## config.mk

```make
export PLATFORM = sky130hd
export DESIGN_NAME = st_indicator_flat
export DESIGN_NICKNAME = d
export VERILOG_FILES = /design/src/rtl/st_indicator_if.sv /design/src/rtl/st_indicator.sv /design/src/flat_wrapper.sv
export SDC_FILE = /design/constraint.sdc
export NUM_CORES = 1
export LEC_CHECK = 0
export ABC_AREA = 1
export BUFFER_PORTS_ARGS = -buffer_cell sky130_fd_sc_hd__clkbuf_2
export CAP_MARGIN = 5
export CORE_AREA = 2 2 86 88
export CTS_BUF_LIST = sky130_fd_sc_hd__clkbuf_8
export CTS_CLUSTER_DIAMETER = 150
export CTS_CLUSTER_SIZE = 12
export DETAILED_ROUTE_END_ITERATION = 10
export DIE_AREA = 0 0 88 90
export PLACE_DENSITY_LB_ADDON = 0.08
export SLEW_MARGIN = 30
export SYNTH_ARGS = -nofsm -noshare
export SYNTH_HDL_FRONTEND = slang
export SYNTH_SLANG_ARGS = --single-unit
```

## constraint.sdc

```tcl
create_clock -name clk_i -period 2.6 [get_ports clk_i]
set_clock_uncertainty 0.05 [all_clocks]
set_input_delay 0.39 -clock clk_i [delete_from_list [all_inputs] [get_ports clk_i]]
set_output_delay 0.39 -clock clk_i [all_outputs]
set_load 0.05 [all_outputs]
```

## src/rtl/st_indicator_if.sv

```systemverilog
// rtl/st_indicator_if.sv - state inputs and board-side display outputs of st_indicator
interface st_indicator_if;
  logic [2:0] state;
  logic [2:0] state_deep;
  logic [7:0] led;
  logic [7:0] seg;
  logic [3:0] dig_sel;
  logic       beep;

  modport master (output state, state_deep, input led, seg, dig_sel, beep);
  modport slave  (input state, state_deep, output led, seg, dig_sel, beep);
endinterface

```

## src/rtl/st_indicator.sv

```systemverilog
// rtl/st_indicator.sv - LED and 4-digit 7-seg feedback for the top state machine
// Optional buzzer pulse on state change: define ST_IND_BEEP_EN.
`ifndef CLOCK_FREQ
`define CLOCK_FREQ 50_000_000
`endif
module st_indicator #(
  parameter int CLK_FREQ  = `CLOCK_FREQ,
  parameter int SCAN_DIV  = 1000,
  parameter int FLASH_CYC = CLK_FREQ / 10,
  parameter int BEEP_CYC  = CLK_FREQ / 20
) (
  input  logic          clk_i,
  input  logic          rst_i,
  st_indicator_if.slave bus
);
  localparam int HP_CYC = CLK_FREQ / 4;
  localparam int HP_W   = (HP_CYC > 1) ? $clog2(HP_CYC) : 1;
  localparam int SC_W   = (SCAN_DIV > 1) ? $clog2(SCAN_DIV) : 1;
  localparam int FL_W   = (FLASH_CYC > 1) ? $clog2(FLASH_CYC) : 1;

  localparam logic [2:0] ST_RST   = 3'd0;
  localparam logic [2:0] ST_STOP  = 3'd1;
  localparam logic [2:0] ST_SLEEP = 3'd2;

  function automatic logic [6:0] hex_glyph(input logic [2:0] v);
    case (v)
      3'd0: hex_glyph = 7'h3F;
      3'd1: hex_glyph = 7'h06;
      3'd2: hex_glyph = 7'h5B;
      3'd3: hex_glyph = 7'h4F;
      3'd4: hex_glyph = 7'h66;
      3'd5: hex_glyph = 7'h6D;
      3'd6: hex_glyph = 7'h7D;
      default: hex_glyph = 7'h07;
    endcase
  endfunction

  logic [2:0]      s_q, sp_q;
  logic [1:0]      d_q;
  logic [HP_W-1:0] hp_q, hp_d;
  logic            blink_q, blink_d;
  logic [2:0]      walk_q, walk_d;
  logic [FL_W-1:0] flash_q, flash_d;
  logic [SC_W-1:0] scan_q, scan_d;
  logic [1:0]      idx_q, idx_d;
  logic [7:0]      led_q, led_d, seg_q, seg_d;
  logic [3:0]      dig_q, dig_d;
  logic            beep_d;
  logic            chg, active, hp_wrap, scan_wrap, flash_on;

  wire unused_deep_msb = bus.state_deep[2];

`ifdef ST_IND_BEEP_EN
  localparam int BP_W = (BEEP_CYC > 1) ? $clog2(BEEP_CYC) : 1;
  logic [BP_W-1:0] bcnt_q, bcnt_d;
  logic            beep_q;
`endif

  always_comb begin
    // s_q vs its delayed copy marks the cycle in which the new state is first decoded
    chg     = (s_q != sp_q);
    active  = (s_q >= 3'd3);
    hp_wrap = (hp_q == HP_W'(HP_CYC - 1));
    hp_d    = hp_wrap ? '0 : hp_q + HP_W'(1);
    blink_d = blink_q ^ hp_wrap;
    walk_d  = walk_q + {2'b00, hp_wrap & blink_q};
    if (chg) begin
      hp_d    = '0;
      blink_d = 1'b0;
    end
    if (chg && s_q == ST_SLEEP) walk_d = '0;

    flash_d = (flash_q != '0) ? flash_q - FL_W'(1) : '0;
    if (chg) flash_d = active ? FL_W'(FLASH_CYC - 1) : '0;
    flash_on = chg ? active : (flash_q != '0);

`ifdef ST_IND_BEEP_EN
    bcnt_d = (bcnt_q != '0) ? bcnt_q - BP_W'(1) : '0;
    if (chg) bcnt_d = BP_W'(BEEP_CYC - 1);
    beep_d = chg | (bcnt_q != '0);
`else
    beep_d = 1'b0;
`endif

    if (flash_on) begin
      led_d = 8'hFF;
    end else begin
      case (s_q)
        ST_RST:   led_d = {8{blink_d}};
        ST_STOP:  led_d = 8'hFF;
        ST_SLEEP: led_d = 8'h01 << walk_d;
        default:  led_d = 8'h01 << s_q;
      endcase
    end

    scan_wrap = (scan_q == SC_W'(SCAN_DIV - 1));
    scan_d    = scan_wrap ? '0 : scan_q + SC_W'(1);
    idx_d     = idx_q - {1'b0, scan_wrap};
    dig_d     = ~(4'b0001 << idx_d);

    case (idx_d)
      2'd3: seg_d = (s_q == ST_STOP) ? 8'h40 : {1'b0, hex_glyph(s_q)};
      2'd2: begin
        case (s_q)
          ST_RST:   seg_d = 8'h50;
          ST_STOP:  seg_d = 8'h6D;
          ST_SLEEP: seg_d = 8'h38;
          default:  seg_d = 8'h00;
        endcase
      end
      2'd1:    seg_d = 8'h00;
      default: seg_d = {beep_d, hex_glyph({1'b0, d_q})};
    endcase
  end

  always_ff @(posedge clk_i) begin
    if (rst_i) begin
      s_q     <= '0;
      sp_q    <= '0;
      d_q     <= '0;
      hp_q    <= '0;
      blink_q <= 1'b0;
      walk_q  <= '0;
      flash_q <= '0;
      scan_q  <= '0;
      idx_q   <= 2'd3;
      led_q   <= '0;
      seg_q   <= '0;
      dig_q   <= 4'b1111;
    end else begin
      s_q     <= bus.state;
      sp_q    <= s_q;
      d_q     <= bus.state_deep[1:0];
      hp_q    <= hp_d;
      blink_q <= blink_d;
      walk_q  <= walk_d;
      flash_q <= flash_d;
      scan_q  <= scan_d;
      idx_q   <= idx_d;
      led_q   <= led_d;
      seg_q   <= seg_d;
      dig_q   <= dig_d;
    end
  end

`ifdef ST_IND_BEEP_EN
  always_ff @(posedge clk_i) begin
    if (rst_i) begin
      bcnt_q <= '0;
      beep_q <= 1'b0;
    end else begin
      bcnt_q <= bcnt_d;
      beep_q <= beep_d;
    end
  end
  assign bus.beep = beep_q;
`else
  assign bus.beep = 1'b0;
`endif

  assign bus.led     = led_q;
  assign bus.seg     = seg_q;
  assign bus.dig_sel = dig_q;
endmodule
```

## src/flat_wrapper.sv

```systemverilog
// flat-port wrapper written by rule: the top's interface ports become plain ports
module st_indicator_flat 
#(
  parameter int CLK_FREQ  = `CLOCK_FREQ,
  parameter int SCAN_DIV  = 1000,
  parameter int FLASH_CYC = CLK_FREQ / 10,
  parameter int BEEP_CYC  = CLK_FREQ / 20
)
  (clk_i, rst_i, bus_state, bus_state_deep, bus_led, bus_seg, bus_dig_sel, bus_beep);
  st_indicator_if bus_i ();
  input  logic clk_i;
  input  logic rst_i;
  input wire logic [$bits(bus_i.state)-1:0] bus_state;
  input wire logic [$bits(bus_i.state_deep)-1:0] bus_state_deep;
  output wire logic [$bits(bus_i.led)-1:0] bus_led;
  output wire logic [$bits(bus_i.seg)-1:0] bus_seg;
  output wire logic [$bits(bus_i.dig_sel)-1:0] bus_dig_sel;
  output wire logic [$bits(bus_i.beep)-1:0] bus_beep;
  assign bus_i.state = bus_state;
  assign bus_i.state_deep = bus_state_deep;
  assign bus_led = bus_i.led;
  assign bus_seg = bus_i.seg;
  assign bus_dig_sel = bus_i.dig_sel;
  assign bus_beep = bus_i.beep;
  st_indicator #(.CLK_FREQ(CLK_FREQ), .SCAN_DIV(SCAN_DIV), .FLASH_CYC(FLASH_CYC), .BEEP_CYC(BEEP_CYC)) u_core (.clk_i(clk_i), .rst_i(rst_i), .bus(bus_i));
endmodule
```

==> impl_metrics.yaml, run 1 <==
status:
  status: "finished, final reports clean"
worst_hold_path:
  hold_path_depth: 3
  min_from: "bus_state_deep[1]"
  min_to: "u_core.d_q[1]"
  holdCritPathClass: "in2reg"
setup_path:
  critical_path_buf_inv_count: 3
  rr_worst_depth: 16
  crit_type: "reg2reg"
  timing.rr.end: "u_core.bus.led[2]"
  required_ns: 2.81
  slowest_delay_ns: 0.36
  path_delay_family: "simple AND/OR/NAND/NOR gates"
  cp-start-kind: "register"
  cpMostUsedCell: "nand2_2"
  cp_slowest_cell: "dfxtp_2"
  r2r_setup_slack_ns: 0.18
  worstSetupEndpointType: "register"
  worstPathMaxFanout: 5
  crit_chain: "ha_4, nand2_2, inv_2, nand2_2, nor4_4, nand4_1, inv_1, ha_1, ha_2, ha_4, xor2_2, nand4_1, nand2_2, inv_1, nand3_1, a21oi_1"
  r2r-start: "u_core.hp_q[0]"
  worstPathArrival_ns: 2.63
route:
  wl_per_cell_um: 11.4
  wl_um: 8110
  via_count: 3671
  detail-route-antenna-nets: 0
  drt_iter0_markers: 131
  viasPerCell: 5.15
  drc: 0
  dr.pass1.iters: 5
floorplan:
  ios: 29
  fp.dieW_um: 88
  dieHeight_um: 90
  fp.dieArea_mm2: 0.00792
  initial_core_util_pct: 60.2
  fp-row-count: 31
  core_area_mm2: 0.00702
layout:
  drive_above_1_share_pct: 16.0
  syn_to_final_growth_pct: 11.4
  antenna_cells: 0
  final_net_count: 624
  postLayoutCoreUtil_pct: 67.1
  fin_cells: 713
yosys:
  synth_top_area_share_pct: 42.6
  ys_seq_area_share_pct: 42.6
  ys_ff_latch: 90
  synth.distinct_cells: 40
  synth_async_sr_flop_share_pct: 0
  netlist_area_mm2: 0.00423
  ys_warn_count: 0
  synth_top_cell_by_area: "dfxtp_1"
  postSynthAreaPerCell_um2: 7.33
  yosys_most_used_dff: "dfxtp_1"
  synth-edff-count: 0
  syn_inst: 577
  yosys-top-cells-area: "dfxtp_1 43%, nand2_1 11%, nor2_1 7.8%, inv_1 6.0%, a21oi_1 4.3%"
sta:
  final.period_utilization_pct: 93.0
  hold_violations: 0
  clock.fmax_ghz: 0.414
  fin_ws_ns: 0.182
  finalMaxSlewViolations: 0
  slew_headroom_pct: 54.0
  tightest_slew_ns: 0.685
  grt_setup_unrepaired: "yes"
  layout_min_cycle_time_ns: 2.42
  final-setup-viol-count: 0
power:
  peakVddDrop_mv: 0.458
  leakage_nw: 1.97
  power.total_mw: 3.74
  sw_frac_of_total_pct: 38.5
  clock_power_share_pct: 25.0
  pwr-share-seq_pct: 42.8
  combinationalPowerShare_pct: 32.2
  switchingPower_mw: 1.44
  p_per_area_mw_per_mm2: 794
  p_int_mw: 2.30
cts:
  clkSinkCount: 90
  path_clk_slew_ns: 0.10
  cts_tree: "yes"
  cts_buffers: 9
  cts_max_level: 3
  clockBufferDepth: 2
  worst_skew_pair.late_latency_ns: 0.37
  cts_root_buf: "clkbuf_8"
global_routing:
  track_usage_pct: 21.8
  grt-ovfl-total: 0
  grt_pass1_vias: 3366
  grt_pass1_wl_um: 14100
  grt_max_degree: 26
  antenna_found_initial: 0
run:
  drv_cap: 0
placement:
  gp_congestion: 0.883
  port-buffer-count: 25
  hpwl_um: 5800
  place_ws_ns: 0.0837
  dp.cells: 696
## power by group through the flow
| stage | Combinational [mW] | Clock [mW] | Sequential [mW] |
|---|---|---|---|
| finish | 1.21 | 0.936 | 1.60 |
| CTS | 1.21 | 0.952 | 1.60 |
| detailed placement | 1.21 | 0 | 1.63 |
| floorplan | 0.910 | 0 | 1.73 |
| global route | 1.38 | 1.00 | 1.62 |
| global placement | 1.18 | 0 | 1.63 |
## through the flow
| stage | hold WS (ns) | setup TNS, ns | cell area [um^2] |
|---|---|---|---|
| CTS | 0.146 | 0 | 4640 |
| global route | 0.149 | -0.0555 | 4710 |
| finish | 0.149 | 0 | 4710 |
| global placement | 0.379 | 0 | 4450 |
| detailed placement | 0.388 | 0 | 4450 |
| floorplan | 0.368 | 0 | 4230 |
## cell type report
| cell class | count | area (um^2) |
|---|---|---|
| Clock inverter | 7 | 71.3 |
| Timing Repair Buffer | 34 | 193 |
| Sequential cell | 90 | 1800 |
| Multi-Input combinational cell | 404 | 2130 |
| Inverter | 70 | 264 |
| Fill cell | 613 | 2310 |
| Tap cell | 99 | 124 |
| Clock buffer | 9 | 124 |
## repair_timing
item	CTS	global route
hold buffers	0	0
gates resized for setup	0	14
buffers inserted	0	1
endpoints found under the setup margin	0	8
## cell usage after synthesis, drive strengths merged, types with 5 or more instances
cell type  instances
nand3             33
buf                8
nand3b             5
clkbuf             6
dfxtp             90
or2               11
nand4             11
nor2              91
inv               69
a21oi             46
ha                 7
xor2              12
xnor2             11
o21ai              9
nor3              25
nand2            126
## flip-flops by register name, indices dropped and copies added (netlist names)
register / count
u_core.hp_q: 24
u_core.flash_q: 23
u_core.scan_q: 10
u_core.bus.led: 8
u_core.bus.seg: 7
u_core.bus.dig_sel: 4
u_core.s_q: 3
u_core.sp_q: 3
u_core.walk_q: 3
u_core.d_q: 2
u_core.idx_q: 2
u_core.blink_q: 1
## cells in the final DEF (no fill, tap or decap), drive strengths merged, types with 12 or more instances in the layout
master  instances
nand2         126
nand3          33
nor3           25
dfxtp          90
inv            72
a21oi          46
nor2           91
clkbuf         34
xor2           12
## worst max path at each step
stage / from / endpoint / depth (start not counted)
2_1_floorplan: u_core.hp_q[0] / u_core.bus.led[2] / 16
3_3_place_gp: u_core.hp_q[1] / u_core.bus.led[2] / 16
3_5_place_dp: u_core.hp_q[1] / u_core.bus.led[2] / 16
4_1_cts: u_core.hp_q[1] / u_core.bus.led[2] / 16
5_1_grt: u_core.hp_q[0] / u_core.bus.led[2] / 16
6_report: u_core.hp_q[0] / u_core.bus.led[2] / 16
## worst reg2reg max path, delay by kind of cell, from the launching register on
family	cells	cell delay, ns
DFF	1	0.36
AOI/OAI and AO/OA	1	0.06
buffers and inverters	3	0.23
xor gates and xnor gates	1	0.15
and+or+nand+nor	7	0.89
adders and majority gates	4	0.59
## cells by family (layout without fill, tap and decap cells)
kind of cell / Yosys count / after routing / share of synthesized area, %
buffers and inverters: 84 / 120 / 8.44
other: 1 / 2 / 0.0887
and+or+nand+nor: 310 / 310 / 32.9
adders and majority gates: 7 / 7 / 2.07
AOI/OAI and AO/OA: 62 / 62 / 8.64
DFF: 90 / 90 / 42.6
xor gates and xnor gates: 23 / 23 / 5.21
## per-layer routing
layer,GRT usage (%),vias to the layer above,wire length [um]
met5,0,-,0
met4,9.23,0,179
met3,3.95,14,383
met2,35.2,89,3820
met1,28.3,1667,3730
li1,-,1901,-
(Power assumes the default switching activity.)
==> run 2, diff against run 1 <==
--- a/config.mk
+++ b/config.mk
@@ -7,13 +7,13 @@
 export LEC_CHECK = 0
 export ABC_AREA = 1
 export BUFFER_PORTS_ARGS = -buffer_cell sky130_fd_sc_hd__clkbuf_2
-export CAP_MARGIN = 5
-export CORE_AREA = 2 2 86 88
+export CAP_MARGIN = 20
+export CORE_AREA = 2 2 113 115
 export CTS_BUF_LIST = sky130_fd_sc_hd__clkbuf_8
 export CTS_CLUSTER_DIAMETER = 150
 export CTS_CLUSTER_SIZE = 12
 export DETAILED_ROUTE_END_ITERATION = 10
-export DIE_AREA = 0 0 88 90
+export DIE_AREA = 0 0 115 117
 export PLACE_DENSITY_LB_ADDON = 0.08
 export SLEW_MARGIN = 30
 export SYNTH_ARGS = -nofsm -noshare
==> impl_metrics.yaml, run 2 (synthesized netlist as in run 1, its figures left out) <==
route:
  dr.pass1.iters: 5
  detail-route-antenna-nets: 0
  wl_per_cell_um: 11.8
  wl_um: 9090
  drt_iter0_markers: 163
  drc: 0
  viasPerCell: 4.68
  via_count: 3604
setup_path:
  cp-start-kind: "register"
  worstPathArrival_ns: 2.64
  required_ns: 2.81
  crit_type: "reg2reg"
  cp-startpoint: "u_core.hp_q[1]"
  r2r-start: "u_core.hp_q[1]"
  worstPathMaxFanout: 5
  worstSetupEndpointType: "register"
layout:
  antenna_cells: 0
  final_cell_mix: "116 x nand2_1, 88 x nor2_1, 88 x dfxtp_1, 67 x inv_1, 35 x a21oi_1"
  fin_cells: 770
  final_net_count: 630
  reg_top3: "u_core.hp_q (24), u_core.flash_q (23), u_core.scan_q (10)"
  drive_above_1_share_pct: 17.1
  syn_to_final_growth_pct: 14.9
  largest_reg_flops: 24
  largest-register: "u_core.hp_q"
  layout_commonest_cell: "nand2_1"
placement:
  port-buffer-count: 25
  place_ws_ns: 0.0364
  gp_congestion: 0.864
  dp.cells: 754
  hpwl_um: 6660
global_routing:
  grt_pass1_wl_um: 15000
  antenna_found_initial: 0
  grt_max_degree: 24
  grt-ovfl-total: 0
  track_usage_pct: 14.1
  grt_pass1_vias: 3291
sta:
  hold_violations: 0
  grt_setup_unrepaired: "yes"
  tightest_slew_ns: 0.619
  slew_headroom_pct: 58.7
  final.period_utilization_pct: 93.5
  layout_min_cycle_time_ns: 2.43
  finalMaxSlewViolations: 0
  fin_ws_ns: 0.169
  clock.fmax_ghz: 0.411
  final-setup-viol-count: 0
power:
  leakage_nw: 2.04
  p_per_area_mw_per_mm2: 787
  peakVddDrop_mv: 0.365
floorplan:
  ios: 29
  dieHeight_um: 117
  core_area_mm2: 0.0123
  fp.dieArea_mm2: 0.0135
  initial_core_util_pct: 34.3
  fp.dieW_um: 115
  fp-row-count: 41
status:
  status: "finished, final reports clean"
cts:
  clkSinkCount: 90
  path_clk_slew_ns: 0.09
  worst_skew_pair.late_latency_ns: 0.37
  cts_root_buf: "clkbuf_8"
  cts_buffers: 9
  cts_max_level: 3
  clockBufferDepth: 2
  cts_setup_buffers: 0
  cts_tree: "yes"
run:
  drv_cap: 0
worst_hold_path:
  holdCritPathClass: "in2reg"
  min_from: "bus_state[1]"
run 2: what timing repair did:
| action | 4_1_cts | 5_1_grt |
|---|---|---|
| gates resized for setup | 0 | 21 |
| setup endpoints to repair | 0 | 8 |
| hold buffers | 0 | 0 |
run 2: metal layers:
metal  part of all wire [%]  global-route usage (%)  vias up  routed length (um)
li1                       -                       -     1914                   -
met1                     49                    18.2     1616                4450
met2                     45                    22.2       64                4100
met3                    4.3                    3.81       10                 392
met4                    1.7                    6.18        0                 157
met5                      0                       0        -                   0
run 2: final timing paths:
path                  endpoint  slack [ns]  cells after the start
max          u_core.bus.led[2]        0.17                     16
min reg2reg   u_core.scan_q[0]        0.40                      1
min              u_core.s_q[1]        0.15                      3
max reg2reg  u_core.bus.led[2]        0.17                     16
run 2: worst max-delay path: stages, from the launching register on:
cell,delay [ns]
dfxtp_2,0.36
ha_4,0.15
nand2_4,0.06
inv_4,0.06
nand2_4,0.05
nor4_4,0.22
nand4_1,0.17
inv_1,0.09
ha_2,0.19
ha_4,0.14
ha_4,0.13
xor2_2,0.15
nand4_1,0.16
nand2_2,0.16
inv_2,0.05
nand3_1,0.07
a21oi_1,0.07
run 2: layout make-up:
class / instances / area [um^2]
Tap cell: 150 / 188
Sequential cell: 90 / 1800
Fill cell: 1303 / 7450
Inverter: 70 / 267
Clock buffer: 10 / 138
Timing Repair Buffer: 40 / 238
Multi-Input combinational cell: 404 / 2160
Clock inverter: 6 / 67.6
run 2: power by group:
group          internal (mW)  leakage [nW]  switching (mW)
sequential              1.51         0.736          0.0933
combinational          0.431          1.20           0.802
clock                  0.472         0.104           0.518
run 2: through the flow:
stage / instance area [um^2] / hold WS, ns / util (%) / setup TNS (ns) / power (mW)
finish: 4860 / 0.149 / 39.5 / 0 / 3.82
global placement: 4560 / 0.380 / 37.1 / 0 / 2.86
detailed placement: 4560 / 0.391 / 37.1 / 0 / 2.87
floorplan: 4230 / 0.368 / - / 0 / 2.64
CTS: 4770 / 0.124 / 38.7 / 0 / 3.89
global route: 4860 / 0.141 / 39.5 / -0.282 / 4.12
